### src/rtl/conv_pkg.sv
// Shared sizing helpers and FSM state constants for the convolution engine.
package conv_pkg;

   typedef logic [2:0] state_t;

   localparam state_t ST_IDLE  = 3'd0;
   localparam state_t ST_FETCH = 3'd1;
   localparam state_t ST_DRAIN = 3'd2;
   localparam state_t ST_BIAS  = 3'd3;
   localparam state_t ST_OUT   = 3'd4;

   function automatic int out_dim(input int in_sz, input int k, input int stride);
      return (in_sz - k) / stride + 1;
   endfunction

   // Never returns 0 so single-entry ranges still get a 1-bit port/counter.
   function automatic int clog2w(input int n);
      return (n <= 2) ? 1 : $clog2(n);
   endfunction

   // Unsigned pixel is widened by one bit before the signed multiply.
   function automatic int prod_w(input int dw, input int ww);
      return dw + ww + 1;
   endfunction

endpackage

### src/rtl/conv_mac.sv
// Signed multiply-accumulate with bias add and optional ReLU on finalisation.
module conv_mac
   import conv_pkg::*;
#(
   parameter int DW    = 8,
   parameter int WW    = 8,
   parameter int ACC_W = 24
) (
   input  logic                    clk,
   input  logic                    rst,
   input  logic                    en,
   input  logic                    clr,
   input  logic                    fin,
   input  logic                    relu_en,
   input  logic [DW-1:0]           pix,
   input  logic signed [WW-1:0]    wt,
   input  logic signed [ACC_W-1:0] bias,
   output logic signed [ACC_W-1:0] result
);

   localparam int PW = prod_w(DW, WW);

   logic signed [PW-1:0]    prod;
   logic signed [ACC_W-1:0] prod_ext;
   logic signed [ACC_W-1:0] acc;
   logic signed [ACC_W-1:0] sum;

   assign prod     = PW'($signed({1'b0, pix})) * PW'(wt);
   assign prod_ext = ACC_W'(prod);
   assign sum      = acc + bias;

   always_ff @(posedge clk) begin
      if (rst) begin
         acc    <= '0;
         result <= '0;
      end else begin
         // clr marks the first tap of a window: load instead of accumulate.
         if (en) acc <= clr ? prod_ext : acc + prod_ext;
         if (fin) result <= (relu_en && sum[ACC_W-1]) ? '0 : sum;
      end
   end

endmodule

### src/rtl/conv_engine.sv
// Sequential convolution layer: walks oc/oy/ox windows, issues one tap address per
// cycle to sync-read memories, and streams bias+ReLU results over valid/ready.
module conv_engine
   import conv_pkg::*;
#(
   parameter int IN_H   = 16,
   parameter int IN_W   = 15,
   parameter int IN_CH  = 1,
   parameter int OUT_CH = 10,
   parameter int K_H    = 3,
   parameter int K_W    = 3,
   parameter int STRIDE = 1,
   parameter int DW     = 8,
   parameter int WW     = 8,
   parameter int ACC_W  = 24
) (
   input  logic                                                    clk,
   input  logic                                                    rst,
   input  logic                                                    start,
   input  logic                                                    relu_en,
   output logic                                                    busy,
   output logic [clog2w(IN_CH*IN_H*IN_W)-1:0]                      img_addr,
   input  logic [DW-1:0]                                           img_data,
   output logic [clog2w(OUT_CH*K_H*K_W*IN_CH)-1:0]                 w_addr,
   input  logic signed [WW-1:0]                                    w_data,
   output logic [clog2w(OUT_CH)-1:0]                               bias_addr,
   input  logic signed [ACC_W-1:0]                                 bias_data,
   output logic                                                    out_valid,
   input  logic                                                    out_ready,
   output logic signed [ACC_W-1:0]                                 out_pixel,
   output logic [clog2w(out_dim(IN_H,K_H,STRIDE)*out_dim(IN_W,K_W,STRIDE)*OUT_CH)-1:0] out_addr,
   output logic                                                    ch_done,
   output logic                                                    done
);

   localparam int OUT_H = out_dim(IN_H, K_H, STRIDE);
   localparam int OUT_W = out_dim(IN_W, K_W, STRIDE);
   localparam int NTAP  = K_H * K_W * IN_CH;
   localparam int NOUT  = OUT_H * OUT_W * OUT_CH;
   localparam int IA_W  = clog2w(IN_CH * IN_H * IN_W);
   localparam int WA_W  = clog2w(OUT_CH * NTAP);
   localparam int BA_W  = clog2w(OUT_CH);
   localparam int OA_W  = clog2w(NOUT);
   localparam int KX_W  = clog2w(K_W);
   localparam int KY_W  = clog2w(K_H);
   localparam int IC_W  = clog2w(IN_CH);
   localparam int OX_W  = clog2w(OUT_W);
   localparam int OY_W  = clog2w(OUT_H);
   localparam int OC_W  = clog2w(OUT_CH);

   state_t          state;
   logic [KX_W-1:0] kx;
   logic [KY_W-1:0] ky;
   logic [IC_W-1:0] ic;
   logic [OX_W-1:0] ox;
   logic [OY_W-1:0] oy;
   logic [OC_W-1:0] oc;
   logic            relu_q;
   logic            tap_vld;
   logic            tap_first;
   logic            fin;
   logic            kx_end, ky_end, ic_end;
   logic            ox_end, oy_end, oc_end;
   logic            hs;

   assign kx_end = (kx == KX_W'(K_W - 1));
   assign ky_end = (ky == KY_W'(K_H - 1));
   assign ic_end = (ic == IC_W'(IN_CH - 1));
   assign ox_end = (ox == OX_W'(OUT_W - 1));
   assign oy_end = (oy == OY_W'(OUT_H - 1));
   assign oc_end = (oc == OC_W'(OUT_CH - 1));
   assign hs     = (state == ST_OUT) && out_ready;
   assign fin    = (state == ST_BIAS);
   assign busy   = (state != ST_IDLE);

   // Addresses are pure functions of the counters, so they freeze whenever the counters do.
   assign img_addr  = IA_W'(ic) * IA_W'(IN_H * IN_W)
                    + (IA_W'(oy) * IA_W'(STRIDE) + IA_W'(ky)) * IA_W'(IN_W)
                    + IA_W'(ox) * IA_W'(STRIDE) + IA_W'(kx);
   assign w_addr    = WA_W'(oc) * WA_W'(NTAP)
                    + (WA_W'(ic) * WA_W'(K_H) + WA_W'(ky)) * WA_W'(K_W) + WA_W'(kx);
   assign bias_addr = BA_W'(oc);

   always_ff @(posedge clk) begin
      if (rst) begin
         state     <= ST_IDLE;
         kx        <= '0;
         ky        <= '0;
         ic        <= '0;
         ox        <= '0;
         oy        <= '0;
         oc        <= '0;
         relu_q    <= 1'b0;
         tap_vld   <= 1'b0;
         tap_first <= 1'b0;
         out_valid <= 1'b0;
         out_addr  <= '0;
         ch_done   <= 1'b0;
         done      <= 1'b0;
      end else begin
         tap_vld   <= 1'b0;
         tap_first <= 1'b0;
         ch_done   <= 1'b0;
         done      <= 1'b0;
         case (state)
            ST_IDLE: begin
               if (start) begin
                  relu_q <= relu_en;
                  state  <= ST_FETCH;
               end
            end
            ST_FETCH: begin
               // Data for this address lands next cycle; tag it for the MAC.
               tap_vld   <= 1'b1;
               tap_first <= (kx == '0) && (ky == '0) && (ic == '0);
               if (kx_end) begin
                  kx <= '0;
                  if (ky_end) begin
                     ky <= '0;
                     if (ic_end) begin
                        ic    <= '0;
                        state <= ST_DRAIN;
                     end else begin
                        ic <= ic + 1'b1;
                     end
                  end else begin
                     ky <= ky + 1'b1;
                  end
               end else begin
                  kx <= kx + 1'b1;
               end
            end
            ST_DRAIN: state <= ST_BIAS;
            ST_BIAS: begin
               out_valid <= 1'b1;
               state     <= ST_OUT;
            end
            ST_OUT: begin
               if (hs) begin
                  out_valid <= 1'b0;
                  ch_done   <= ox_end && oy_end;
                  done      <= ox_end && oy_end && oc_end;
                  out_addr  <= (ox_end && oy_end && oc_end) ? '0 : out_addr + 1'b1;
                  state     <= (ox_end && oy_end && oc_end) ? ST_IDLE : ST_FETCH;
                  if (ox_end) begin
                     ox <= '0;
                     if (oy_end) begin
                        oy <= '0;
                        oc <= oc_end ? '0 : oc + 1'b1;
                     end else begin
                        oy <= oy + 1'b1;
                     end
                  end else begin
                     ox <= ox + 1'b1;
                  end
               end
            end
            default: state <= ST_IDLE;
         endcase
      end
   end

   conv_mac #(
      .DW    (DW),
      .WW    (WW),
      .ACC_W (ACC_W)
   ) u_mac (
      .clk     (clk),
      .rst     (rst),
      .en      (tap_vld),
      .clr     (tap_first),
      .fin     (fin),
      .relu_en (relu_q),
      .pix     (img_data),
      .wt      (w_data),
      .bias    (bias_data),
      .result  (out_pixel)
   );

endmodule

### config.mk
export PLATFORM = sky130hd
export DESIGN_NAME = conv_engine
export DESIGN_NICKNAME = d
export VERILOG_FILES = /design/src/rtl/conv_pkg.sv /design/src/rtl/conv_mac.sv /design/src/rtl/conv_engine.sv
export SDC_FILE = /design/constraint.sdc
export NUM_CORES = 1
export LEC_CHECK = 0
export ABC_AREA = 1
export CORE_AREA = 3 3 134 136
export CTS_CLUSTER_DIAMETER = 80
export DETAILED_ROUTE_END_ITERATION = 16
export DIE_AREA = 0 0 137 139
export PLACE_DENSITY = 0.83
export SYNTH_ARGS = -nofsm -noshare
export SYNTH_HDL_FRONTEND = slang
export SYNTH_SLANG_ARGS = --single-unit
### constraint.sdc
create_clock -name clk -period 8.9 [get_ports clk]
set_input_delay 1.78 -clock clk [delete_from_list [all_inputs] [get_ports clk]]
set_output_delay 1.78 -clock clk [all_outputs]
set_load 0.01 [all_outputs]
# After elaboration in Yosys (flattened, before gate mapping)
# Index checks and enable logic that the tools add are counted.
# Widths: inputs -> output; s select.
dict set report word_totals {
  reg_bits 85
  inputBits 45
  out_inout_bits 58
  wordCells 96
}
dict set report op_classes {
  n_addsub 16
  mul 6
  n_eq_ne 14
  mux 19
  bitwise_logic 4
  reduce_logical 21
}
# operator n
set op_table {}
lappend op_table {{$mux 24} 2}
lappend op_table {{$add 24x17->24} 1}
lappend op_table {{$add 24x24->24} 1}
lappend op_table {{$mul 9x8->17} 1}
lappend op_table {{$mux 3} 5}
lappend op_table {{$pmux 3 s5} 1}
lappend op_table {{$add 4x1->4 const B} 3}
lappend op_table {{$eq 4x4->1 const B} 3}
lappend op_table {{$mux 4} 3}
lappend op_table {{$add 11x1->11 const B} 1}
lappend op_table {{$mux 11} 1}
lappend op_table {{$ne 2x2->1 const B} 5}
lappend op_table {{$add 8x2->8} 1}
lappend op_table {{$add 8x4->8} 1}
lappend op_table {{$add 8x8->8} 1}
lappend op_table {{$mul 5x4->8 const B} 1}
lappend op_table {{$reduce_and 2->1} 4}
lappend op_table {{$add 7x2->7} 1}
lappend op_table {{$add 7x6->7} 1}
lappend op_table {{$mul 4x4->7 const B} 1}
lappend op_table {{$eq 3x2->1 const B} 2}
lappend op_table {{$logic_and 1x1->1} 6}
lappend op_table {{$mul 4x2->6 const B} 1}
lappend op_table {{$reduce_and 3->1} 2}
lappend op_table {{other kinds (21)} 31}

# Logic depth before layout (Yosys ltp)
# Gate-level depths: netlist of run 1.
dict set report depth {
  depth_word 6
  depth_mapped 34
  depth_no_buf 33
}

# Hierarchy
# A second synthesis of run 1 with hierarchy kept.
dict set report unflattened {
  hier_cells 1535
  hier_area_um2 10151.0
}
# mod n_inst cells_each area_per_inst_um2 seq_area_each_um2
set modules_own_cells {}
lappend modules_own_cells {conv_mac 1 1178 7378.3 960.9}
lappend modules_own_cells {conv_engine 1 357 2772.7 720.7}

# Worst setup path before layout of run 1
# Ideal clock, no wire load.
dict set report synth_path {
  path_type {in2reg}
  startpoint {in w_data[7]}
  endpoint {reg u_mac.acc[19]}
  setup_ps 70
  arrival_ps 6701
  required_time_ps 8830
  path_slack_ps 2129
  cell_stages 28
  n_path_buf 0
  path_cell_list {clkinv_1 or2_2 fa_1 fa_1 inv_1 fa_1 inv_1 fa_1 inv_1 ha_1 nand3_1 nand3_1 nand2_1 nand3_1 a21oi_1 xor2_1 ha_1 nand2_1 inv_1 a21oi_1 nand2_1 a21oi_1 inv_1 nand2_1 nand2_1 nand2_1 nand3_1 a21oi_1}
}
dict set report synth_via {
  elab_chain_cells 3
}
# item line_no
set synth_lines {}
lappend synth_lines {{start: declaration} conv_engine.sv:25} ;# input logic signed [WW-1:0] w_data,
lappend synth_lines {{$mul 9x8->17 (*)} conv_mac.sv:28} ;# assign prod = PW'($signed({1'b0, pix})) * PW'(wt);
lappend synth_lines {{$add 24x17->24} conv_mac.sv:38} ;# if (en) acc <= clr ? prod_ext : acc + prod_ext;
lappend synth_lines {{$mux 24 (*)} conv_mac.sv:38}
lappend synth_lines {{end signal: assignment} conv_mac.sv:38}
lappend synth_lines {{end: declaration} conv_mac.sv:25} ;# logic signed [ACC_W-1:0] acc;
# Mark *: on every way between the ends. The rest lies on a longest branch, timed or not.
# A chain may end at the register's enable or synchronous reset.

# Final worst setup path of run 1
dict set report layout_path {
  startpoint {in w_data[7]}
  endpoint {reg u_mac.acc[23]}
}
# Same word-level chain as after synthesis.

==> impl_metrics.ini, run 1 <==
[clock_tree]
cts_resized = 0
ctsLongestPathBuffers = 2
insertion_delay_ns = 0.34
clock_sinks = 84
post_cts_buffers = 0
cts_max_level = 3
path_clk_slew_ns = 0.06
cts-root-buf = clkbuf_16
holdBufCountCts = 0
numCtsBuffers = 9
cts_tree = built

[setup_path]
crit_start = w_data[7]
rr_worst_depth = 11
path_common_cell = nand2_1
required_ns = 9.14
r2r_end = u_mac.acc[10]
rrSetupSlack_ns = 6.56
max_stage_delay_ns = 0.55
cpMaxStageDelayCell = fa_1
critPathCaptureType = register
cp_num_cells = 29
worstPathArrival_ns = 7.71
cp_max_fo = 10
worstSetupPathType = in -> reg
crit-reg2reg-launch = u_mac.acc[0]
cpLargestDelayFamily = adder cells
path_buf_inv = 7
start_kind = input pin

[synth]
ys_types = 40
avgSynthCellArea_sq_um = 6.56
seq_area_frac_synth_pct = 17.0
yosysWarnings = 0
ys_ff_latch = 84
synth_ff_type = dfxtp_1
synth_cells = 1511
yosys.area.top_type = dfxtp_1
syn_nets = 1739
async_flop_share_pct = 0
syn_area_sq_um = 9910
synth.area.top_cells = dfxtp_1 (17%), ha_1 (16%), nand2_1 (15%), inv_1 (11%), fa_1 (11%)
netlist.area_leader.share_pct = 17.0
synth_edf_count = 0

[power_and_ir_drop]
power_density_nw_per_um2 = 201
p_leak_nw = 6.14
finalPower_mw = 2.28
vdd_drop_max_v = 0.000113

[global_route]
grt_pass1_vias = 9043
grt_usage_pct = 26.1
grt_pass1_wl_um = 41200
antenna_found_initial = 0
grt_max_degree = 42
globalRouteOverflowTotal = 0

[floorplanning]
die_area_sq_um = 19000
core-area_sq_um = 17100
rows = 48
die_y_um = 139
io_pins = 103
die_w_um = 137
initial_core_util_pct = 58.1

[cells_and_area]
fillCellCount = 1623
final_cell_area_sq_um = 11300
antenna_cells = 0
area_growth_pct = 14.5
register_area_sq_um = 1680
nets = 1818
final_layout_size_suffix_gt1_share_pct = 2.76
multi_input_area_sq_um = 6960

[timing]
finalHoldViolCount = 0
clock.fmax_ghz = 0.134
finClkSkew_ns = 0.00915
slew_viol_final = 0
fin_tns_setup_ns = 0
setup_violations = 0
period_share_pct = 83.9
max_slew_margin_pct = 33.2
post-route-min-period_ns = 7.47
rsz0062_at_grt = no
tightest_slew_ns = 1.00

[place]
dp_hpwl_um = 20200
port_buffers = 102
gp_congestion = 0.871
place_area_sq_um = 11100

[run_status]
status = completed

[route]
via_count = 9482
route.detailed.wl_per_inst_um = 13.3
first_pass_iters = 5
viasPerCell = 5.21
wirelength_um = 24200
drt_iter0_drc = 496
drc = 0
ant_nets = 0

[run]
maxCapViolations = 0

[worst_hold_path]
hold_depth = 2
min_path_type = reg -> reg
hold_start = u_mac.result[20]
holdPathEnd = u_mac.result[20]
==> power breakdown <==
part | switching, mW | internal [mW] | total (mW)
clock | 0.153 | 0.189 | 0.341
sequential | 0.0435 | 0.414 | 0.458
combinational | 0.924 | 0.556 | 1.48
==> logic make-up after synthesis <==
family | synth area share (%)
adder cells (fa/ha/maj) | 27.1
AND/OR/NAND/NOR | 28.3
AO/OA/AOI/OAI | 11.0
buffers and inverters | 12.9
flip-flops | 17.0
XOR/XNOR | 3.71
==> final cells by class <==
type / count / share of cell area, %
well taps: 225 / 2.48
multi-input cells: 1092 / 61.3
repair buffers: 106 / 9.26
clock inverters: 4 / 0.232
clock buffers: 12 / 2.08
inverters: 297 / 9.82
flip-flops and latches: 84 / 14.8
==> layout by cell type (no fill, tap or decap), drive strengths merged, types with 2 or more instances in the layout <==
| cell | n |
|---|---|
| fa | 53 |
| nand3 | 108 |
| inv | 295 |
| nand3b | 5 |
| ha | 130 |
| clkdlybuf4s50 | 102 |
| a31oi | 5 |
| a21oi | 128 |
| clkinv | 5 |
| nor2 | 92 |
| xor2 | 31 |
| nand4 | 16 |
| o211ai | 3 |
| a21o | 3 |
| o21ai | 47 |
| clkbuf | 12 |
| o21a | 4 |
| dfxtp | 84 |
| or2 | 10 |
| and2 | 2 |
| nand2 | 404 |
| o21bai | 11 |
| buf | 4 |
| nor3 | 22 |
| nor4 | 3 |
| xnor2 | 11 |
==> worst register-to-register path, stage by stage, from the launching register on <==
cell and delay, ns:
dfxtp_1 0.38, ha_1 0.27, fa_1 0.41, nand2_1 0.08
nand2_1 0.05, o21ai_0 0.16, o21ai_1 0.25, nand2_1 0.10
nand2_1 0.10, or2_2 0.29, nand2_1 0.07, a31oi_1 0.06
==> stage by stage <==
step           hold WS (ns)  worst slack [ns]  instances  utilization (%)
2_1_floorplan         0.464              2.13       1511                -
3_3_place_gp          0.451              1.19       1804             65.0
3_5_place_dp          0.454              1.07       1804             65.0
4_1_cts               0.463              1.43       1820             66.5
5_1_grt               0.487             0.968       1820             66.5
6_report              0.462              1.43       1820             66.5
==> registers in the layout, summed over array words and instances (netlist names) <==
register,cells
relu_q,1
state,3
tap_vld,1
u_mac.acc,24
oy,4
u_mac.result,24
bias_addr,4
ky,2
kx,2
tap_first,1
done,1
ch_done,1
out_valid,1
out_addr,11
ox,4
==> metal layers <==
metal,global-route usage (%),vias up,routed length [um]
met2,44.9,240,11600
li1,-,4916,-
met1,34.4,4286,10800
met4,7.25,0,504
met5,0,-,0
met3,3.27,40,1310
==> worst max-delay path by stage <==
stage                    endpoint  slack (ns)
floorplan           u_mac.acc[19]        2.13
global placement    u_mac.acc[23]        1.19
detailed placement  u_mac.acc[23]        1.07
CTS                 u_mac.acc[23]        1.43
global route        u_mac.acc[23]        0.97
finish              u_mac.acc[23]        1.43
==> Yosys cell counts (2+ instances only) <==
cell type / instances
nand2_1: 400
inv_1: 293
ha_1: 130
a21oi_1: 128
nand3_1: 105
nor2_1: 88
dfxtp_1: 84
fa_1: 53
o21ai_0: 45
clkbuf_1: 33
xor2_1: 31
nor3_1: 21
nand4_1: 15
o21bai_1: 11
xnor2_1: 11
or2_2: 10
a31oi_1: 5
nand3b_1: 5
nor2_2: 4
o21a_1: 4
a21o_1: 3
buf_2: 3
nand2_2: 3
nand3_2: 3
o211ai_1: 3
and2_1: 2
buf_6: 2
clkinv_1: 2
inv_2: 2
nor4_1: 2
Note: power is estimated with default switching activity, not from simulation.
==> run 2, diff against run 1 <==
CORE_AREA = 3 3 140 142   (was 3 3 134 136)
DIE_AREA = 0 0 143 145   (was 0 0 137 139)
PLACE_DENSITY = 0.8   (was 0.83)
clock period = 6.5 ns   (was 8.9 ns; I/O delays follow)
==> run 2 against run 1 <==
Compared with the run above: global-route usage down 1.8 points; power up 73%; first-iteration DRC count up 29%; clock skew up 0.0025 ns; largest cell class unchanged; via count up 4.7%; flip-flop and latch count unchanged; clock-buffer cell count unchanged; register-to-register slack worse by 2.3 ns; worst setup slack worse by 1.1 ns; sequential power up 38%.
==> impl_metrics.ini, run 2 (same netlist as run 1, synthesis figures left out) <==
[run_status]
status = completed

[clock_tree]
cts-root-buf = clkbuf_16
clock_sinks = 84
cts_max_level = 3
ctsLongestPathBuffers = 2
cts_tree = built
insertion_delay_ns = 0.35
numCtsBuffers = 9
path_clk_slew_ns = 0.06

[timing]
finalHoldViolCount = 0
slew_viol_final = 0
fin_ws_ns = 0.286
post-route-min-period_ns = 6.21
setup_violations = 0
clock.fmax_ghz = 0.161
finClkSkew_ns = 0.0117
period_share_pct = 95.6
max_slew_margin_pct = 28.1
rsz0062_at_grt = no
tightest_slew_ns = 1.08

[route]
wirelength_um = 25400
drc = 0
viasPerCell = 5.17
drt_iter0_drc = 639
via_count = 9928
route.detailed.wl_per_inst_um = 13.3
first_pass_iters = 5
ant_nets = 0

[cells_and_area]
final_cell_area_sq_um = 12400
final_common_cell = nand2_1
final_layout_size_suffix_gt1_share_pct = 11.6
mostFrequentLayoutCells = nand2_1 (387), inv_1 (292), ha_1 (117)
fillCellCount = 1594
nets = 1908
largest_registers = u_mac.acc x24, u_mac.result x24, out_addr x11
area_growth_pct = 25.4
antenna_cells = 0
final_cell_count_no_fill = 1919

[power_and_ir_drop]
vdd_drop_max_v = 0.000290
p_leak_nw = 6.72
power_density_nw_per_um2 = 317

[setup_path]
max_stage_delay_ns = 0.54
worstSetupPathType = in -> reg
start_kind = input pin
path_common_cell = inv_1
cp_max_fo = 6
critPathCaptureType = register
required_ns = 6.73
worstPathArrival_ns = 6.45
cpMaxStageDelayCell = fa_1

[floorplanning]
io_pins = 103
rows = 50
initial_core_util_pct = 53.4
die_y_um = 145
die_w_um = 143
die_area_sq_um = 20700
core-area_sq_um = 18600

[place]
place_inst = 1889
dpl_worst_slack_ns = -0.627
gp_congestion = 1.01
place_area_sq_um = 11700
dp_hpwl_um = 20600
port_buffers = 102

[global_route]
globalRouteOverflowTotal = 0
grt_usage_pct = 24.3
antenna_found_initial = 0
grt_pass1_wl_um = 42400
grt_max_degree = 42
grt_pass1_vias = 9400

[run]
maxCapViolations = 0

[worst_hold_path]
min_path_type = reg -> reg
[run 2: cell count changes in the layout (fill, tap and decap cells not counted), sizes merged]
cell and change:
buf +89, bufinv +1, clkbuf +1, clkdlybuf4s50 -14, clkinv -2, clkinvlp +1
dlymetal6s2s +13, inv +1
[run 2: worst paths after layout]
path	from	endpoint	slack (ns)	cells after the start
worst max register to register	u_mac.acc[18]	u_mac.result[22]	4.26	10
worst max-delay path	w_data[1]	u_mac.acc[16]	0.29	30
worst min register to register	u_mac.result[14]	u_mac.result[14]	0.46	2
worst min-delay path	u_mac.result[14]	u_mac.result[14]	0.46	2
[run 2: cell type report]
type	instances	area, sq um	share of cell area, %
multi-input cells	1092	7280	58.6
repair buffers	195	1750	14.0
flip-flops and latches	84	1680	13.5
inverters	297	1120	9.00
well taps	234	293	2.35
clock buffers	12	246	1.98
clock inverters	4	57.6	0.463
repair inverters	1	7.51	0.0604
[run 2: timing repair]
item / 4_1_cts / 5_1_grt
gates resized for setup: 13 / 70
endpoints found under the hold margin: 0 / 0
setup buffers: 11 / 2
gates cloned: 0 / 1
endpoints found under the setup margin: 14 / 15
pin swaps: 6 / 17
hold buffers: 0 / 0
[run 2: layer usage]
layer	global-route usage, %	up-vias	part of all wire, %
met3	2.47	50	5.0
met1	32.5	4502	44
li1	-	5097	-
met2	41.4	279	48
met5	0	-	0
met4	7.18	0	2.6
[run 2: worst max-delay path: cells and delay by family]
family                     cells  cell delay [ns]
xor gates and xnor gates       1             0.22
buffers and inverters          8             0.99
AOI/OAI and AO/OA              2             0.32
adders and majority gates      7             2.44
and+or+nand+nor               12             1.17
[run 2: through the flow]
step / power [mW] / util [%] / setup TNS [ns] / hold WS [ns]
final: 3.95 / 66.9 / 0 / 0.462
after global routing: 4.31 / 66.9 / 0 / 0.482
after CTS: 3.68 / 65.1 / 0 / 0.464
after detailed placement: 2.96 / 62.8 / -7.75 / 0.455
after global placement: 2.92 / 62.8 / -5.57 / 0.452
after floorplan: 2.17 / - / 0 / 0.464
[run 2: where the power goes]
part           switching [mW]  internal (mW)  leakage, nW
Clock                   0.215          0.312        0.145
Sequential             0.0675          0.567        0.681
Combinational            1.50           1.28         5.90
==> run 3, diff against run 2 <==
CORE_AREA = 2 2 139 141   (was 3 3 140 142)
DIE_AREA = 0 0 141 143   (was 0 0 143 145)
==> run 3 against run 2 <==
Compared with the run above: clock power fell by 4.6%; global-route usage grew 1.5 points; critical path depth decreased by 15; sequential power about the same; hold slack about the same; power shrank 2.0%; combinational power is 2% lower; clock skew shrank 0.0050 ns; first-iteration DRC count rose by 14%; critical endpoint is now img_addr[6]; largest power group unchanged; highest routed layer unchanged.
==> impl_metrics.ini, run 3 (same netlist as run 1, synthesis figures left out) <==
[run_status]
status = completed

[route]
ant_nets = 0
via_count = 9952
route.detailed.wl_per_inst_um = 13.5
drt_iter0_drc = 728
viasPerCell = 5.18
drc = 0
wirelength_um = 25900
first_pass_iters = 8

[place]
gp_congestion = 0.892
dpl_worst_slack_ns = -0.582
port_buffers = 102
place_inst = 1899
dp_hpwl_um = 21000

[timing]
post-route-min-period_ns = 6.22
period_share_pct = 95.6
tightest_slew_ns = 1.01
fin_tns_setup_ns = 0
clock.fmax_ghz = 0.161
setup_violations = 0
finalHoldViolCount = 0
finClkSkew_ns = 0.00668
fin_ws_ns = 0.283
slew_viol_final = 0
max_slew_margin_pct = 32.8
whs_ns = 0.463

[worst_hold_path]
min_path_type = reg -> reg
hold_start = u_mac.result[19]
holdPathEnd = u_mac.result[19]
hold_depth = 2

[setup_path]
cpMaxStageDelayCell = fa_1
path_common_cell = fa_1
worstPathArrival_ns = 4.92
crit-reg2reg-launch = u_mac.acc[0]
path_buf_inv = 3
required_ns = 5.20
cp_max_fo = 5
cpLargestDelayFamily = adder cells
rrSetupSlack_ns = 4.15
worstSetupPathType = reg -> out
path_cells = ha_1 > fa_1 > xnor2_1 > buf_4 > fa_1 > fa_1 > fa_1 > inv_1 > ha_1 > nand2_1 > o21ai_1 > a21oi_1 > o21ai_0 > xor2_1 > clkdlybuf4s50_1
rr_worst_depth = 11
r2r_end = u_mac.acc[10]
critPathCaptureType = primary output
max_stage_delay_ns = 0.61
start_kind = register

[cells_and_area]
area_growth_pct = 24.9
fillCellCount = 1635
final_common_cell = nand2_1
mostFrequentLayoutCells = nand2_1 (390), inv_1 (291), ha_1 (119)
largest_registers = u_mac.acc x24, u_mac.result x24, out_addr x11
final_layout_size_suffix_gt1_share_pct = 11.3
final_cell_count_no_fill = 1922
nets = 1910

[power_and_ir_drop]
vdd_drop_max_v = 0.000259
finalPower_mw = 3.87
p_leak_nw = 6.74
power_density_nw_per_um2 = 312

[clock_tree]
path_clk_slew_ns = 0.06
ctsLongestPathBuffers = 2
cts-root-buf = clkbuf_16
holdBufCountCts = 0
clock_sinks = 84
insertion_delay_ns = 0.35
numCtsBuffers = 9
cts_tree = built
cts_max_level = 3

[floorplanning]
die_y_um = 143
die_area_sq_um = 20200
core-area_sq_um = 18600
die_w_um = 141
initial_core_util_pct = 53.4
io_pins = 103
rows = 50

[global_route]
antenna_found_initial = 1
grt_max_degree = 42
grt_pass1_wl_um = 42800
globalRouteOverflowTotal = 0
grt_usage_pct = 25.8
grt_pass1_vias = 9593

[run]
maxCapViolations = 0
[run 3: cell count changes in the layout (fill, tap and decap cells not counted), moves of 2 or more]
| cell | previous run | this run |
|---|---|---|
| a21oi_2 | 14 | 10 |
| nand2_2 | 15 | 13 |
| ha_1 | 117 | 119 |
| clkinv_2 | 1 | 3 |
| ha_4 | 13 | 11 |
| nand2_1 | 387 | 390 |
| buf_4 | 93 | 95 |
| a21oi_1 | 114 | 118 |
| clkbuf_1 | 2 | 0 |
[run 3: how the worst max path moves through the flow]
stage | from | to | cells after the start
floorplan | w_data[7] | u_mac.acc[19] | 28
global placement | w_data[7] | u_mac.acc[23] | 29
detailed placement | w_data[7] | u_mac.acc[23] | 29
CTS | w_data[7] | u_mac.acc[18] | 27
global route | w_data[1] | u_mac.acc[17] | 28
finish | ky[0] | img_addr[6] | 15
[run 3: worst reg2reg max path, delay by kind of cell (launching register included)]
family | cells | cell delay, ns
and+or+nand+nor | 6 | 0.73
adders and majority gates | 2 | 0.65
AOI/OAI and AO/OA | 3 | 0.51
DFF | 1 | 0.33
[run 3: metrics by stage]
| step | instance area, sq um | utilization [%] |
|---|---|---|
| finish | 12400 | 66.7 |
| global route | 12400 | 66.7 |
| CTS | 12100 | 65.1 |
| detailed placement | 11700 | 63.2 |
| global placement | 11700 | 63.2 |
| floorplan | 9910 | - |
[run 3: power by group]
| part | switching [mW] | leakage [nW] | total [mW] | internal [mW] |
|---|---|---|---|---|
| Combinational | 1.52 | 5.92 | 2.73 | 1.21 |
| Clock | 0.222 | 0.142 | 0.503 | 0.281 |
| Sequential | 0.0643 | 0.681 | 0.631 | 0.567 |
| Total | 1.81 | 6.74 | 3.87 | 2.06 |
[run 3: metal layers]
metal | GRT usage, % | share of wire (%) | vias to the layer above
met5 | 0 | 0 | -
met4 | 8.68 | 1.6 | 0
met3 | 2.78 | 4.3 | 36
met2 | 47.4 | 50 | 281
met1 | 31.6 | 44 | 4530
li1 | - | - | 5105
[run 3: area by class of cell]
cell class / instances / area, sq um / share of cell area (%)
multi-input cells: 1092 / 7230 / 58.3
inverters: 297 / 1120 / 9.05
clock buffers: 11 / 253 / 2.04
diodes: 1 / 2.50 / 0.0202
repair buffers: 198 / 1780 / 14.3
flip-flops and latches: 84 / 1680 / 13.6
clock inverters: 5 / 35.0 / 0.283
well taps: 234 / 293 / 2.36
[run 3: repair_timing]
item | CTS | global route
hold endpoints to repair | 0 | 0
setup buffers | 1 | 5
setup endpoints to repair | 15 | 17
resized for setup | 16 | 61
pin swaps | 7 | 20
gates cloned | 0 | 0
